==> src/rtl/enet_dma_pkg.sv <==
// enet_dma_pkg: shared types and helpers for the Ethernet-to-DDR DMA.
//   rx_state_t / tx_state_t : engine state encodings
//   calc_ratio / calc_eb / calc_db : width-derived constants
//   be_mask : byte count -> low-order-first byte-enable mask
package enet_dma_pkg;

    localparam int unsigned MAX_DB = 128;

    typedef enum logic [1:0] {R_IDLE, R_FILL, R_WRITE, R_DONE} rx_state_t;
    typedef enum logic [2:0] {T_IDLE, T_REQ, T_WAIT, T_DRAIN, T_DONE} tx_state_t;

    function automatic int unsigned calc_ratio(input int unsigned enet_w, input int unsigned ddr_w);
        return ddr_w / enet_w;
    endfunction

    function automatic int unsigned calc_eb(input int unsigned enet_w);
        return enet_w / 8;
    endfunction

    function automatic int unsigned calc_db(input int unsigned ddr_w);
        return ddr_w / 8;
    endfunction

    // Callers truncate the result to their own DB width.
    function automatic logic [MAX_DB-1:0] be_mask(input int unsigned nbytes);
        logic [MAX_DB-1:0] m;
        if (nbytes >= MAX_DB) m = '1;
        else                  m = ~({MAX_DB{1'b1}} << nbytes);
        return m;
    endfunction

endpackage

==> src/rtl/enet_ddr_dma_if.sv <==
// enet_ddr_dma_if: MAC-side streams and DDR write/read channels of the DMA.
//   rx_*  : MAC receive stream into the DMA (valid/ready)
//   tx_*  : MAC transmit stream out of the DMA (valid/ready)
//   wr_*  : DDR write request channel (req held until ack)
//   rd_*  : DDR read request channel plus returned data
// Modports: master = DMA side, slave = MAC/DDR side.
interface enet_ddr_dma_if #(
    parameter int unsigned ENET_W = 64,
    parameter int unsigned DDR_W  = 256,
    parameter int unsigned ADDR_W = 32
);
    logic [ENET_W-1:0]  rx_data;
    logic               rx_valid;
    logic               rx_ready;
    logic [ENET_W-1:0]  tx_data;
    logic               tx_valid;
    logic               tx_ready;
    logic               wr_req;
    logic [ADDR_W-1:0]  wr_addr;
    logic [DDR_W-1:0]   wr_data;
    logic [DDR_W/8-1:0] wr_be;
    logic               wr_ack;
    logic               rd_req;
    logic [ADDR_W-1:0]  rd_addr;
    logic               rd_ack;
    logic [DDR_W-1:0]   rd_data;
    logic               rd_data_valid;

    modport master (
        input  rx_data, rx_valid, tx_ready, wr_ack, rd_ack, rd_data, rd_data_valid,
        output rx_ready, tx_data, tx_valid, wr_req, wr_addr, wr_data, wr_be, rd_req, rd_addr
    );

    modport slave (
        output rx_data, rx_valid, tx_ready, wr_ack, rd_ack, rd_data, rd_data_valid,
        input  rx_ready, tx_data, tx_valid, wr_req, wr_addr, wr_data, wr_be, rd_req, rd_addr
    );
endinterface

==> src/rtl/enet_dma_perf_cnt.sv <==
// enet_dma_perf_cnt: 32-bit saturating cycle counter with synchronous clear.
//   clk, rst_n : clock, async active-low reset
//   clr        : zero the count (wins over inc)
//   inc        : count this cycle
//   cnt        : current count, sticks at all-ones
module enet_dma_perf_cnt (
    input  logic        clk,
    input  logic        rst_n,
    input  logic        clr,
    input  logic        inc,
    output logic [31:0] cnt
);
    always_ff @(posedge clk or negedge rst_n) begin
        if (!rst_n)                 cnt <= '0;
        else if (clr)               cnt <= '0;
        else if (inc && cnt != '1)  cnt <= cnt + 32'd1;
    end
endmodule

==> src/rtl/enet_ddr_dma.sv <==
// enet_ddr_dma: packs the MAC receive stream into DDR write bursts (RX engine)
// and unpacks DDR reads into the MAC transmit stream (TX engine).
//   i_clk, i_rst_n            : clock, async active-low reset
//   i_enable                  : rising edge starts both engines, low aborts
//   i_src_addr / i_dst_addr   : TX source / RX destination byte address
//   i_snd_size / i_rcv_size   : TX / RX byte counts
//   o_tx_cnt / o_rx_cnt       : active-cycle counters
//   o_tx_done / o_rx_done     : sticky completion flags
//   bus                       : MAC streams and DDR channels (master side)
module enet_ddr_dma
    import enet_dma_pkg::*;
#(
    parameter int unsigned ENET_W = 64,
    parameter int unsigned DDR_W  = 256,
    parameter int unsigned ADDR_W = 32
) (
    input  logic              i_clk,
    input  logic              i_rst_n,
    input  logic              i_enable,
    input  logic [ADDR_W-1:0] i_src_addr,
    input  logic [ADDR_W-1:0] i_dst_addr,
    input  logic [31:0]       i_snd_size,
    input  logic [31:0]       i_rcv_size,
    output logic [31:0]       o_tx_cnt,
    output logic [31:0]       o_rx_cnt,
    output logic              o_tx_done,
    output logic              o_rx_done,
    enet_ddr_dma_if.master    bus
);
    localparam int unsigned RATIO = calc_ratio(ENET_W, DDR_W);
    localparam int unsigned EB    = calc_eb(ENET_W);
    localparam int unsigned DB    = calc_db(DDR_W);
    localparam int unsigned IDX_W = (RATIO > 1) ? $clog2(RATIO) : 1;
    localparam logic [31:0]       EB32     = 32'(EB);
    localparam logic [ADDR_W-1:0] DB_A     = ADDR_W'(DB);
    localparam logic [IDX_W-1:0]  LAST_IDX = IDX_W'(RATIO - 1);

    logic              en_q, start;
    rx_state_t         rx_state;
    tx_state_t         tx_state;
    logic [ADDR_W-1:0] dst_addr, src_addr;
    logic [31:0]       rx_rem, tx_rem;
    logic [DDR_W-1:0]  rx_buf, rx_merged, tx_shreg;
    logic [IDX_W-1:0]  rx_idx, tx_idx;
    logic [DB-1:0]     rx_be;
    logic              rx_active, tx_active;

    assign start     = i_enable & ~en_q;
    assign rx_active = (rx_state == R_FILL) || (rx_state == R_WRITE);
    assign tx_active = (tx_state != T_IDLE) && (tx_state != T_DONE);

    assign bus.wr_addr = dst_addr;
    assign bus.rd_addr = src_addr;
    assign bus.tx_data = tx_shreg[ENET_W-1:0];

    always_ff @(posedge i_clk or negedge i_rst_n) begin
        if (!i_rst_n) en_q <= 1'b0;
        else          en_q <= i_enable;
    end

    // Unfilled lanes of rx_buf are always zero, so OR-in places the word.
    always_comb begin
        rx_merged = rx_buf | (DDR_W'(bus.rx_data) << (32'(rx_idx) * ENET_W));
        rx_be     = DB'(be_mask((32'(rx_idx) + 32'd1) * EB));
    end

    // RX engine: fill one DDR word from the MAC stream, then write it.
    always_ff @(posedge i_clk or negedge i_rst_n) begin
        if (!i_rst_n) begin
            rx_state     <= R_IDLE;
            dst_addr     <= '0;
            rx_rem       <= '0;
            rx_buf       <= '0;
            rx_idx       <= '0;
            bus.rx_ready <= 1'b0;
            bus.wr_req   <= 1'b0;
            bus.wr_data  <= '0;
            bus.wr_be    <= '0;
            o_rx_done    <= 1'b0;
        end else begin
            case (rx_state)
                R_IDLE, R_DONE: if (start) begin
                    dst_addr <= i_dst_addr;
                    rx_rem   <= i_rcv_size;
                    rx_buf   <= '0;
                    rx_idx   <= '0;
                    if (i_rcv_size == '0) begin
                        rx_state  <= R_DONE;
                        o_rx_done <= 1'b1;
                    end else begin
                        rx_state     <= R_FILL;
                        o_rx_done    <= 1'b0;
                        bus.rx_ready <= 1'b1;
                    end
                end
                R_FILL: begin
                    if (!i_enable) begin
                        bus.rx_ready <= 1'b0;
                        rx_state     <= R_IDLE;
                    end else if (bus.rx_valid && bus.rx_ready) begin
                        rx_rem <= rx_rem - EB32;
                        if (rx_idx == LAST_IDX || rx_rem == EB32) begin
                            bus.rx_ready <= 1'b0;
                            bus.wr_req   <= 1'b1;
                            bus.wr_data  <= rx_merged;
                            bus.wr_be    <= rx_be;
                            rx_state     <= R_WRITE;
                        end else begin
                            rx_buf <= rx_merged;
                            rx_idx <= rx_idx + IDX_W'(1);
                        end
                    end
                end
                R_WRITE: if (bus.wr_ack) begin
                    // An abort only takes effect once the pending write is acked.
                    bus.wr_req <= 1'b0;
                    dst_addr   <= dst_addr + DB_A;
                    rx_buf     <= '0;
                    rx_idx     <= '0;
                    if (!i_enable) begin
                        rx_state <= R_IDLE;
                    end else if (rx_rem == '0) begin
                        rx_state  <= R_DONE;
                        o_rx_done <= 1'b1;
                    end else begin
                        rx_state     <= R_FILL;
                        bus.rx_ready <= 1'b1;
                    end
                end
                default: rx_state <= R_IDLE;
            endcase
        end
    end

    // TX engine: one outstanding DDR read, drained low-order word first.
    always_ff @(posedge i_clk or negedge i_rst_n) begin
        if (!i_rst_n) begin
            tx_state     <= T_IDLE;
            src_addr     <= '0;
            tx_rem       <= '0;
            tx_shreg     <= '0;
            tx_idx       <= '0;
            bus.tx_valid <= 1'b0;
            bus.rd_req   <= 1'b0;
            o_tx_done    <= 1'b0;
        end else begin
            case (tx_state)
                T_IDLE, T_DONE: if (start) begin
                    src_addr <= i_src_addr;
                    tx_rem   <= i_snd_size;
                    tx_idx   <= '0;
                    if (i_snd_size == '0) begin
                        tx_state  <= T_DONE;
                        o_tx_done <= 1'b1;
                    end else begin
                        tx_state   <= T_REQ;
                        o_tx_done  <= 1'b0;
                        bus.rd_req <= 1'b1;
                    end
                end
                T_REQ: if (bus.rd_ack) begin
                    bus.rd_req <= 1'b0;
                    tx_state   <= T_WAIT;
                end
                T_WAIT: if (bus.rd_data_valid) begin
                    // Data of a read issued before an abort is swallowed here.
                    if (!i_enable) begin
                        tx_state <= T_IDLE;
                    end else begin
                        tx_shreg     <= bus.rd_data;
                        tx_idx       <= '0;
                        bus.tx_valid <= 1'b1;
                        tx_state     <= T_DRAIN;
                    end
                end
                T_DRAIN: begin
                    if (!i_enable) begin
                        bus.tx_valid <= 1'b0;
                        tx_state     <= T_IDLE;
                    end else if (bus.tx_valid && bus.tx_ready) begin
                        tx_rem <= tx_rem - EB32;
                        if (tx_idx == LAST_IDX || tx_rem == EB32) begin
                            bus.tx_valid <= 1'b0;
                            if (tx_rem == EB32) begin
                                tx_state  <= T_DONE;
                                o_tx_done <= 1'b1;
                            end else begin
                                tx_state   <= T_REQ;
                                src_addr   <= src_addr + DB_A;
                                bus.rd_req <= 1'b1;
                            end
                        end else begin
                            tx_shreg <= tx_shreg >> ENET_W;
                            tx_idx   <= tx_idx + IDX_W'(1);
                        end
                    end
                end
                default: tx_state <= T_IDLE;
            endcase
        end
    end

    enet_dma_perf_cnt u_rx_cnt (
        .clk   (i_clk),
        .rst_n (i_rst_n),
        .clr   (start & ~rx_active),
        .inc   (rx_active),
        .cnt   (o_rx_cnt)
    );

    enet_dma_perf_cnt u_tx_cnt (
        .clk   (i_clk),
        .rst_n (i_rst_n),
        .clr   (start & ~tx_active),
        .inc   (tx_active),
        .cnt   (o_tx_cnt)
    );

endmodule

==> src/flat_wrapper.sv <==
// flat-port wrapper written by rule: the top's interface ports become plain ports
module enet_ddr_dma_flat import enet_dma_pkg::*;
#(
    parameter int unsigned ENET_W = 64,
    parameter int unsigned DDR_W  = 256,
    parameter int unsigned ADDR_W = 32
)
  (i_clk, i_rst_n, i_enable, i_src_addr, i_dst_addr, i_snd_size, i_rcv_size, o_tx_cnt, o_rx_cnt, o_tx_done, o_rx_done, bus_rx_data, bus_rx_valid, bus_tx_ready, bus_wr_ack, bus_rd_ack, bus_rd_data, bus_rd_data_valid, bus_rx_ready, bus_tx_data, bus_tx_valid, bus_wr_req, bus_wr_addr, bus_wr_data, bus_wr_be, bus_rd_req, bus_rd_addr);
  enet_ddr_dma_if #(.ENET_W(ENET_W), .DDR_W(DDR_W), .ADDR_W(ADDR_W)) bus_i ();
  input  logic i_clk;
  input  logic i_rst_n;
  input  logic i_enable;
  input  logic [ADDR_W-1:0] i_src_addr;
  input  logic [ADDR_W-1:0] i_dst_addr;
  input  logic [31:0] i_snd_size;
  input  logic [31:0] i_rcv_size;
  output logic [31:0] o_tx_cnt;
  output logic [31:0] o_rx_cnt;
  output logic o_tx_done;
  output logic o_rx_done;
  input wire logic [$bits(bus_i.rx_data)-1:0] bus_rx_data;
  input wire logic [$bits(bus_i.rx_valid)-1:0] bus_rx_valid;
  input wire logic [$bits(bus_i.tx_ready)-1:0] bus_tx_ready;
  input wire logic [$bits(bus_i.wr_ack)-1:0] bus_wr_ack;
  input wire logic [$bits(bus_i.rd_ack)-1:0] bus_rd_ack;
  input wire logic [$bits(bus_i.rd_data)-1:0] bus_rd_data;
  input wire logic [$bits(bus_i.rd_data_valid)-1:0] bus_rd_data_valid;
  output wire logic [$bits(bus_i.rx_ready)-1:0] bus_rx_ready;
  output wire logic [$bits(bus_i.tx_data)-1:0] bus_tx_data;
  output wire logic [$bits(bus_i.tx_valid)-1:0] bus_tx_valid;
  output wire logic [$bits(bus_i.wr_req)-1:0] bus_wr_req;
  output wire logic [$bits(bus_i.wr_addr)-1:0] bus_wr_addr;
  output wire logic [$bits(bus_i.wr_data)-1:0] bus_wr_data;
  output wire logic [$bits(bus_i.wr_be)-1:0] bus_wr_be;
  output wire logic [$bits(bus_i.rd_req)-1:0] bus_rd_req;
  output wire logic [$bits(bus_i.rd_addr)-1:0] bus_rd_addr;
  assign bus_i.rx_data = bus_rx_data;
  assign bus_i.rx_valid = bus_rx_valid;
  assign bus_i.tx_ready = bus_tx_ready;
  assign bus_i.wr_ack = bus_wr_ack;
  assign bus_i.rd_ack = bus_rd_ack;
  assign bus_i.rd_data = bus_rd_data;
  assign bus_i.rd_data_valid = bus_rd_data_valid;
  assign bus_rx_ready = bus_i.rx_ready;
  assign bus_tx_data = bus_i.tx_data;
  assign bus_tx_valid = bus_i.tx_valid;
  assign bus_wr_req = bus_i.wr_req;
  assign bus_wr_addr = bus_i.wr_addr;
  assign bus_wr_data = bus_i.wr_data;
  assign bus_wr_be = bus_i.wr_be;
  assign bus_rd_req = bus_i.rd_req;
  assign bus_rd_addr = bus_i.rd_addr;
  enet_ddr_dma #(.ENET_W(ENET_W), .DDR_W(DDR_W), .ADDR_W(ADDR_W)) u_core (.i_clk(i_clk), .i_rst_n(i_rst_n), .i_enable(i_enable), .i_src_addr(i_src_addr), .i_dst_addr(i_dst_addr), .i_snd_size(i_snd_size), .i_rcv_size(i_rcv_size), .o_tx_cnt(o_tx_cnt), .o_rx_cnt(o_rx_cnt), .o_tx_done(o_tx_done), .o_rx_done(o_rx_done), .bus(bus_i));
endmodule
==> config.mk <==
export PLATFORM = sky130hd
export DESIGN_NAME = enet_ddr_dma_flat
export DESIGN_NICKNAME = d
export VERILOG_FILES = /design/src/rtl/enet_dma_pkg.sv /design/src/rtl/enet_ddr_dma_if.sv /design/src/rtl/enet_dma_perf_cnt.sv /design/src/rtl/enet_ddr_dma.sv /design/src/flat_wrapper.sv
export SDC_FILE = /design/constraint.sdc
export NUM_CORES = 2
export LEC_CHECK = 0
export CAP_MARGIN = 15
export CORE_AREA = 5 5 367 369
export CTS_BUF_LIST = sky130_fd_sc_hd__clkbuf_8
export DETAILED_ROUTE_END_ITERATION = 8
export DIE_AREA = 0 0 372 374
export MAX_ROUTING_LAYER = met4
export PLACE_DENSITY = 0.71
export RECOVER_POWER = 100
export SLEW_MARGIN = 40
export SYNTH_ARGS = -nofsm -noshare
export SYNTH_HDL_FRONTEND = slang
export SYNTH_SLANG_ARGS = --single-unit
==> constraint.sdc <==
create_clock -name i_clk -period 2.3 [get_ports i_clk]
set_input_delay 0.575 -clock i_clk [delete_from_list [all_inputs] [get_ports i_clk]]
set_output_delay 0.575 -clock i_clk [all_outputs]
set_load 0.05 [all_outputs]
==> metrics <==
crit-path max FO=50; Mapped Cells=between 4000 and 5000; detailed placement HPWL=119700 um; status=finished with violations; final-report hold violation count=0; register area share after synthesis=0.5606; pin count of the biggest net entering global routing=around 110; Fmax=between 0.3 and 0.4 GHz; EDFF count, synth=0; post-CTS setup buffers=0; Post-synth ARST share=1.000; Critical Path Start=u_core.tx_rem[22]; via count=between 40000 and 50000; Post-Route M1 WL=about 67000 um; die area=around 140000 sq um; total CTS buffers=167; synth unique cells=slightly below 80; first-pass GRT wire length=~250000 um; Slew @ Worst Pin=around 1200 ps; # fillers=12267; initial core utilization=0.3344; Sum Neg Setup Slack=-199040 ps; post-route insts no fill=between 7000 and 8000; violated checks=setup timing; DR vias/cell=between 5 and 6; Top FF cell, synth=dfrtp_1; Synth Area in Compound Gates=0.2345; kind of critical path=flop to flop; DP Cell Count=7005; clk_lat worst skew=930 ps; initial drt markers=around 3900; YS warnings=0; Layout area overhead=36.10%; area post-placement=roughly 58000 sq um; maximum VDD drop=about 0.00084 V; post-route ant nets=0; Hold WC Path Type=input port to flop; main combinational cell family by area after synthesis=compound AO/OA/AOI/OAI gates; GRT overflow=0; Critical Path End Type=flop; post-layout util=0.4552; Synth Area in Simple Gates=0.1290; Mapped Nets=slightly below 5000; flops & latches, synth=980; clock sinks=980; nets@finish=5889; initial antenna violation count=38; Top Layer Used=met4; CTS tree=done; leak pwr=between 20 and 30 nW; share of post-route cells with drive strength above 1=0.2309; Critical Path RT=slightly above 3000 ps; Cell Area, Synth=43740 sq um; Tmin final=about 2700 ps; Reg2Reg Capture Point=u_core.tx_shreg[48]; vias in the first global route=roughly 39000; DR WL met2=77200 um; PortBufs=~940; Startpoint Class=flop; Design Power=80.62 mW; Worst R2R Setup Slack=-410 ps; crit path to=u_core.tx_shreg[48]; XOR/XNOR Fraction of Synth Area=0.009410; Avg Synthesized Cell Area=about 10 sq um; setup ws final=-408.6 ps; Placer Congestion=0.9130; H-tree depth=4; chip width=372 um; r2r worst-path depth=7; DRC viols=0; core area=130800 sq um; WL per Instance=around 22 um; Post-Route WL=164100 um; drt pass-1 iters=6; Final setup viols=~900; number of max-cap violations=0; Place WS=-752.9 ps; Max clock buf depth=3; Row Count=~130; fin area=59540 sq um; Slew Viols, Final=0; P per Cell Area=1354 nW/um^2; Clk pin slew, worst setup/hold paths=around 60 ps; Clock Skew=67.77 ps; Arrival @ worst endpoint=about 3500 ps; die height=about 370 um; GRT Overall Usage=0.2341; Tcrit/Tclk final=1.178; worst r2r src=u_core.tx_rem[22]; slew margin rel.=0.2006; mux contribution to synthesized area=0.006550; Synth Area in Adders=0.003718; num ports=~940; CTS root buf=clkbuf_8; hold slack=around 200 ps; RSZ-0062 raised after global routing=yes; metal3 WL=approximately 12000 um
## how the worst min path moves through the flow
stage	startpoint	to	slack, ps	cells after the start
final	i_src_addr[4]	u_core.bus.rd_addr[4]	210	3
after global routing	i_src_addr[4]	u_core.bus.rd_addr[4]	160	3
after CTS	i_rst_n	u_core.bus.wr_data[155]	50	2
after detailed placement	u_core.bus.wr_data[20]	u_core.bus.wr_data[20]	470	2
after global placement	u_core.bus.rd_addr[0]	u_core.bus.rd_addr[0]	460	2
after floorplan	i_rst_n	u_core.bus.rd_addr[0]	280	0
## layout by cell type (no fill, tap or decap), types with 11 or more instances in the layout
cell and n:
a21oi_1 362, a22o_1 73, a31oi_1 13, a32oi_1 11, and2_1 13, and3_1 26, and4_1 13, buf_12 59
buf_2 74, buf_4 346, buf_6 16, clkbuf_1 13, clkbuf_2 248, clkbuf_4 102, clkbuf_8 200, clkdlybuf4s50_1 453
clkinv_2 19, dfrtp_1 976, diode_2 40, ha_1 12, inv_1 98, mux2i_1 23, nand2_1 498, nand3_1 88
nand4_1 42, nor2_1 125, nor3_1 45, nor4_1 33, o211ai_1 13, o21ai_0 643, o21ai_1 213, o221a_1 64
o221a_2 13, o221a_4 116, o22ai_1 47, or3_1 206, or4_1 11, xnor2_1 12, xor2_1 35
## logic make-up (layout without fill, tap and decap cells)
group | Yosys count | after routing
flops | 980 | 980
buf+inv | 472 | 1662
compound gates | 1661 | 1661
other cells | 0 | 40
mux | 28 | 28
fa+ha+maj | 13 | 13
simple gates | 1162 | 1162
xor+xnor | 47 | 47
## final cells by class
| cell class | instances | area, sq um | area share |
|---|---|---|---|
| Clock inverter | 102 | 793.3 | 0.01332 |
| Timing Repair Buffer | 1322 | 11050 | 0.1857 |
| Sequential cell | 980 | 24530 | 0.4120 |
| Antenna cell | 40 | 100.1 | 0.001681 |
| Tap cell | 1755 | 2196 | 0.03688 |
| Inverter | 38 | 142.6 | 0.002396 |
| Multi-Input combinational cell | 2911 | 17970 | 0.3018 |
| Clock buffer | 200 | 2753 | 0.04624 |
## synthesized netlist by cell type (47+ instances only)
library cell | number | share of area
a21oi_1 | 366 | 0.042
nor2_1 | 132 | 0.011
nand2_1 | 502 | 0.043
dfrtp_1 | 980 | 0.56
clkbuf_1 | 260 | 0.022
a22o_1 | 73 | 0.015
buf_4 | 119 | 0.020
nand3_1 | 89 | 0.010
o22ai_1 | 47 | 0.0067
o221a_2 | 129 | 0.033
or3_1 | 208 | 0.030
o221a_1 | 64 | 0.016
o21ai_0 | 856 | 0.098
## flip-flops by register name, summed over array words and instances, names as in the netlist, 2 cells and up
signal               flops
u_core.rx_state          2
u_core.u_rx_cnt.cnt     32
u_core.u_tx_cnt.cnt     32
u_core.bus.rd_addr      32
u_core.rx_idx            2
u_core.bus.wr_addr      32
u_core.tx_state          3
u_core.rx_buf          256
u_core.tx_idx            2
u_core.bus.wr_data     256
u_core.tx_rem           32
u_core.bus.wr_be         4
u_core.tx_shreg        256
u_core.rx_rem           32
## routing by layer
| metal | global-route usage | up-vias |
|---|---|---|
| met5 | - | - |
| met4 | 0.1066 | 0 |
| met3 | 0.05420 | 328 |
| met2 | 0.3582 | 1685 |
| met1 | 0.2958 | 20105 |
| li1 | - | 18088 |
## power breakdown
part	switching, mW	internal, mW	leakage (nW)
Combinational	23.0	13.7	11.2
Sequential	4.42	22.7	12.6
Clock	7.75	8.94	2.05
Total	35.2	45.4	25.8
## worst max-delay path, stage by stage (launching register included)
cell      delay [ps]
dfrtp_1          380
or4_1            510
or3_4            450
nor4_4           230
nand2b_4         280
nand2_8          130
buf_12           240
o221a_4          310
## repair_timing
item                                    in CTS  in global routing
hold buffers                                 1                  0
endpoints found under the setup margin    1218                933
hold endpoints to repair                   441                  0
pin swaps                                    1                  0
gates cloned                                 0                  0
gates resized for setup                   1836                  3
No activity file was read; power rests on OpenSTA's default activity.
